`config.mk`:
```
export PLATFORM = sky130hd
export DESIGN_NAME = wb_regfile
export DESIGN_NICKNAME = d
export VERILOG_FILES = /design/src/rtl/wb_regfile.sv
export SDC_FILE = /design/constraint.sdc
export NUM_CORES = 2
export LEC_CHECK = 0
export CAP_MARGIN = 25
export CORE_MARGIN = 2
export CORE_UTILIZATION = 50
export CTS_BUF_LIST = sky130_fd_sc_hd__clkbuf_8
export CTS_CLUSTER_SIZE = 30
export DETAILED_ROUTE_END_ITERATION = 10
export PLACE_DENSITY = 0.71
export SLEW_MARGIN = 15
export SYNTH_ARGS = -nofsm -noshare
export SYNTH_HDL_FRONTEND = slang
export SYNTH_SLANG_ARGS = --single-unit
```
`constraint.sdc`:
```
create_clock -name clk -period 2.61 [get_ports clk]
set_clock_uncertainty 0.2 [all_clocks]
set_input_delay 0.3915 -clock clk [delete_from_list [all_inputs] [get_ports clk]]
set_output_delay 0.3915 -clock clk [all_outputs]
set_load 0.005 [all_outputs]
```
`src/rtl/wb_regfile.sv`:
```
// rtl/wb_regfile.sv - writeback result select, x0..x31 register file with bypass, retired-instruction counter
module wb_regfile #(
    parameter int DATA_W = 32,
    parameter int CNT_W  = 64
) (
    input  logic              clk,
    input  logic              rst,
    input  logic              regWriteW,
    input  logic [1:0]        resultSrcW,
    input  logic [DATA_W-1:0] AluResultW,
    input  logic [DATA_W-1:0] RDW,
    input  logic [DATA_W-1:0] PCPlus4W,
    input  logic [DATA_W-1:0] extImmW,
    input  logic [4:0]        RdW,
    input  logic              validW,
    input  logic [4:0]        Rs1D,
    input  logic [4:0]        Rs2D,
    output logic [DATA_W-1:0] RD1D,
    output logic [DATA_W-1:0] RD2D,
    output logic [DATA_W-1:0] ResultW,
    output logic [CNT_W-1:0]  instretW
);

    // x0 is hardwired to zero, so only x1..x31 have storage
    logic [DATA_W-1:0] regs [31:1];
    logic              wr_en;

    assign wr_en = regWriteW && (RdW != 5'd0);

    // writeback source select; purely combinational and not affected by rst
    always_comb begin
        ResultW = AluResultW;
        case (resultSrcW)
            2'b00:   ResultW = AluResultW;
            2'b01:   ResultW = RDW;
            2'b10:   ResultW = PCPlus4W;
            default: ResultW = extImmW;
        endcase
    end

    // register file update; reset clears every register and beats a same-cycle write
    always_ff @(posedge clk) begin
        if (rst) begin
            for (int i = 1; i < 32; i++) begin
                regs[i] <= '0;
            end
        end else if (wr_en) begin
            regs[RdW] <= ResultW;
        end
    end

    // retired-instruction counter; counts every valid retirement, wraps silently
    always_ff @(posedge clk) begin
        if (rst) begin
            instretW <= '0;
        end else if (validW) begin
            instretW <= instretW + 1'b1;
        end
    end

    // read port A: zero for x0 or during reset, bypass the in-flight write, else storage
    always_comb begin
        RD1D = '0;
        if (!rst && Rs1D != 5'd0) begin
            if (wr_en && RdW == Rs1D) begin
                RD1D = ResultW;
            end else begin
                RD1D = regs[Rs1D];
            end
        end
    end

    // read port B: same rules as port A
    always_comb begin
        RD2D = '0;
        if (!rst && Rs2D != 5'd0) begin
            if (wr_en && RdW == Rs2D) begin
                RD2D = ResultW;
            end else begin
                RD2D = regs[Rs2D];
            end
        end
    end

endmodule
```
==> results.ini <==
[critical_path]
path_class=flip-flop to primary output
worstSetupEndpointType=primary output
crit_slowest_cell=edfxtp_1
crit_required_ns=2.02
path_cells=mux4_2, nor2_4, a21oi_2, a221oi_2, buf_4, o22ai_4, buf_2
cp_max_fo=2
crit_arrival_ns=2.89
cpPeakStageDelay_ns=0.56
startpoint_type=flip-flop

[cells_and_area]
seq_area_sq_um=32030
fill_cells=8081
nets=5085
drive_gt1_frac=0.3586
syn_to_final_growth_pct=27.08
multi_input_area_sq_um=24050
instances_no_fill=6588
post-route-util=0.6395

[clocking]
clock_tree.root_cell=clkbuf_8
clk_latency_ns=0.88
clk_pin_slew_ns=0.06
cts_buffers=178
clockBufferDepth=3
cts_sinks=1088
htreeDepth=4
cts_tree=yes

[place]
dp_cells=6220
gp_congestion=0.9219
dp_hpwl_microns=135300
io_buffers=308

[job]
maxCapViolCount=0

[route]
vias=43280
dr.first_iter.drc_count=6354
routed_via_density=6.570
drt_wl_total_microns=201100
routedWlPerCell_microns=30.53
dr.pass1.iters=6
ant_nets=0
drc=0

[floorplan]
rows=123
core_sq_um=112300
die_w_microns=340.3
dieArea_sq_um=115800
fp.dieH_microns=340.3
ioPinCount=309
initial_utilization=0.5032

[yosys]
syn_area_sq_um=56530
ys_types=61
synth_cells=4146
ys_ff_latch=1088
synth-edff-count=1024
ys.flop_type=edfxtp_1
synth-seq-area-share=0.5666
syn_avg_cell_area_sq_um=13.64
yosys_warnings=0
async_flop_share=0

[power]
power_mw=42.50
pwr-share-clk=0.344
p_sw_frac=0.2719
power_frac_comb=0.174
power.leakage_nw=26.82
ir_worst_vdd_mv=0.4422
power_density_nw_per_um2=591.7
internal_power_mw=30.95
p_seq_frac=0.483
p_sw_mw=11.56

[timing]
relSlewSlack=0.4361
rsz0062_at_grt=true
setup_viol=64
hold_viol=0
fmax_mhz=287.2
setup_ws_ns=-0.8720
min_period_ns=3.482
slew_violations=0
worst_slew_pin_slew_ns=0.8459
layout_worst_path_cycle_share=1.334

[global_routing]
grt_max_degree=81
antenna_found_initial=11
grt_pass1_vias=43100
grt_first_pass_wirelength_microns=287600
grt_util_all_layers=0.3439
grt_overflow_total=0

[status]
status=complete, but fails checks
violations=setup timing

[min_path]
min_path_type=input pin to flip-flop

-- critical path: cells and delay by family (launching register included) --
family | cells | cell delay (ns)
AOI/OAI and AO/OA | 3 | 0.43
DFF | 1 | 0.56
muxes | 1 | 0.55
and+or+nand+nor | 1 | 0.12
buffers and inverters | 2 | 0.35
-- power by group through the flow --
stage / Combinational (mW) / Sequential (mW) / Clock (mW)
6_report: 7.38 / 20.5 / 14.6
2_1_floorplan: 3.44 / 20.6 / 0
5_1_grt: 7.59 / 20.6 / 15.3
3_3_place_gp: 6.67 / 20.7 / 0
3_5_place_dp: 6.72 / 20.8 / 0
4_1_cts: 7.07 / 20.5 / 14.6
-- worst paths after layout --
path / startpoint / endpoint / slack, ns / depth (start not counted)
max: regs[0][28]$_DFFE_PP_ / RD2D[28] / -0.87 / 7
min: resultSrcW[1] / regs[0][21]$_DFFE_PP_ / 0.09 / 4
min reg2reg: instretW[63]$_SDFFE_PP0P_ / instretW[63]$_SDFFE_PP0P_ / 0.29 / 2
max reg2reg: instretW[36]$_SDFFE_PP0P_ / instretW[63]$_SDFFE_PP0P_ / 0.21 / 6
-- cells in the final DEF, fill, tap and decap left out, drive strengths merged, types with 44 or more instances in the layout --
cell type | netlist | routed
edfxtp | 1024 | 1024
o22ai | 188 | 188
inv | 40 | 94
o21ai | 59 | 59
or3 | 64 | 64
mux2i | 125 | 125
nand2 | 89 | 89
clkbuf | 281 | 182
clkdlybuf4s50 | 0 | 210
mux4 | 468 | 468
a221oi | 44 | 44
buf | 140 | 773
clkinv | 0 | 75
a21oi | 111 | 111
nor2 | 1097 | 1097
dfxtp | 64 | 64
mux2 | 94 | 94
-- metrics by stage --
step	area (sq um)	hold slack, ns	setup WS [ns]	TNS, ns
2_1_floorplan	56690	0.2682	-0.1546	-26.94
3_3_place_gp	66840	0.2654	-1.162	-111.52
3_5_place_dp	66840	0.2809	-1.105	-123.40
4_1_cts	71320	0.03148	-0.8394	-43.59
5_1_grt	71830	0.09274	-0.9114	-45.03
6_report	71840	0.09304	-0.8720	-41.25
-- registers in the layout (all words and copies together) (netlist names) --
register	cells
regs	1024
instretW	64
-- layer usage --
layer  wire length (microns)  GRT usage  vias up
met5                     265    0.01103        -
met4                   12360     0.1933       16
met3                   30050     0.1233      738
met2                   91270     0.5201     3571
met1                   67200     0.4307    21520
li1                        -          -    17440
-- layout make-up --
cell class	instances	area share
repair buffers	1007	0.1437
well taps	1500	0.02612
flip-flops and latches	1088	0.4459
clock inverters	146	0.01235
diodes	5	0.0001742
clock buffers	182	0.03487
multi-input cells	2620	0.3348
inverters	40	0.002090
-- synth_stat cells (27+ instances only) --
library cell | number | area share
mux2_2 | 94 | 0.019
o21ai_0 | 27 | 0.0024
mux4_1 | 37 | 0.017
xor2_1 | 28 | 0.0043
mux4_2 | 425 | 0.17
edfxtp_1 | 1024 | 0.54
buf_2 | 72 | 0.0064
nand2b_1 | 31 | 0.0034
inv_1 | 40 | 0.0027
o21ai_1 | 32 | 0.0028
or3_1 | 64 | 0.0071
a21oi_1 | 111 | 0.0098
nand2_1 | 89 | 0.0059
nor2_1 | 1097 | 0.073
mux2i_1 | 125 | 0.022
o22ai_1 | 188 | 0.021
buf_4 | 32 | 0.0042
dfxtp_1 | 64 | 0.023
clkbuf_1 | 277 | 0.018
-- cell families (layout without fill, tap and decap cells) --
group	Yosys count	in the layout	synth area share
DFF	1088	1088	0.5666
and+or+nand+nor	1416	1416	0.1060
AOI/OAI and AO/OA	432	432	0.04951
muxes	687	687	0.2300
other	1	37	0.00006633
buffers and inverters	469	1375	0.03955
xor gates and xnor gates	52	52	0.008056
adders and majority gates	1	1	0.0002213
-- repair_timing --
| item | CTS | global route |
|---|---|---|
| buffers inserted | 34 | 12 |
| hold endpoints to repair | 2 | 0 |
| resized for setup | 529 | 81 |
| gates cloned | 3 | 0 |
| endpoints found under the setup margin | 87 | 82 |
| hold buffers | 2 | 0 |
| pin swaps | 125 | 44 |
Power figures use the tool's default switching activity.
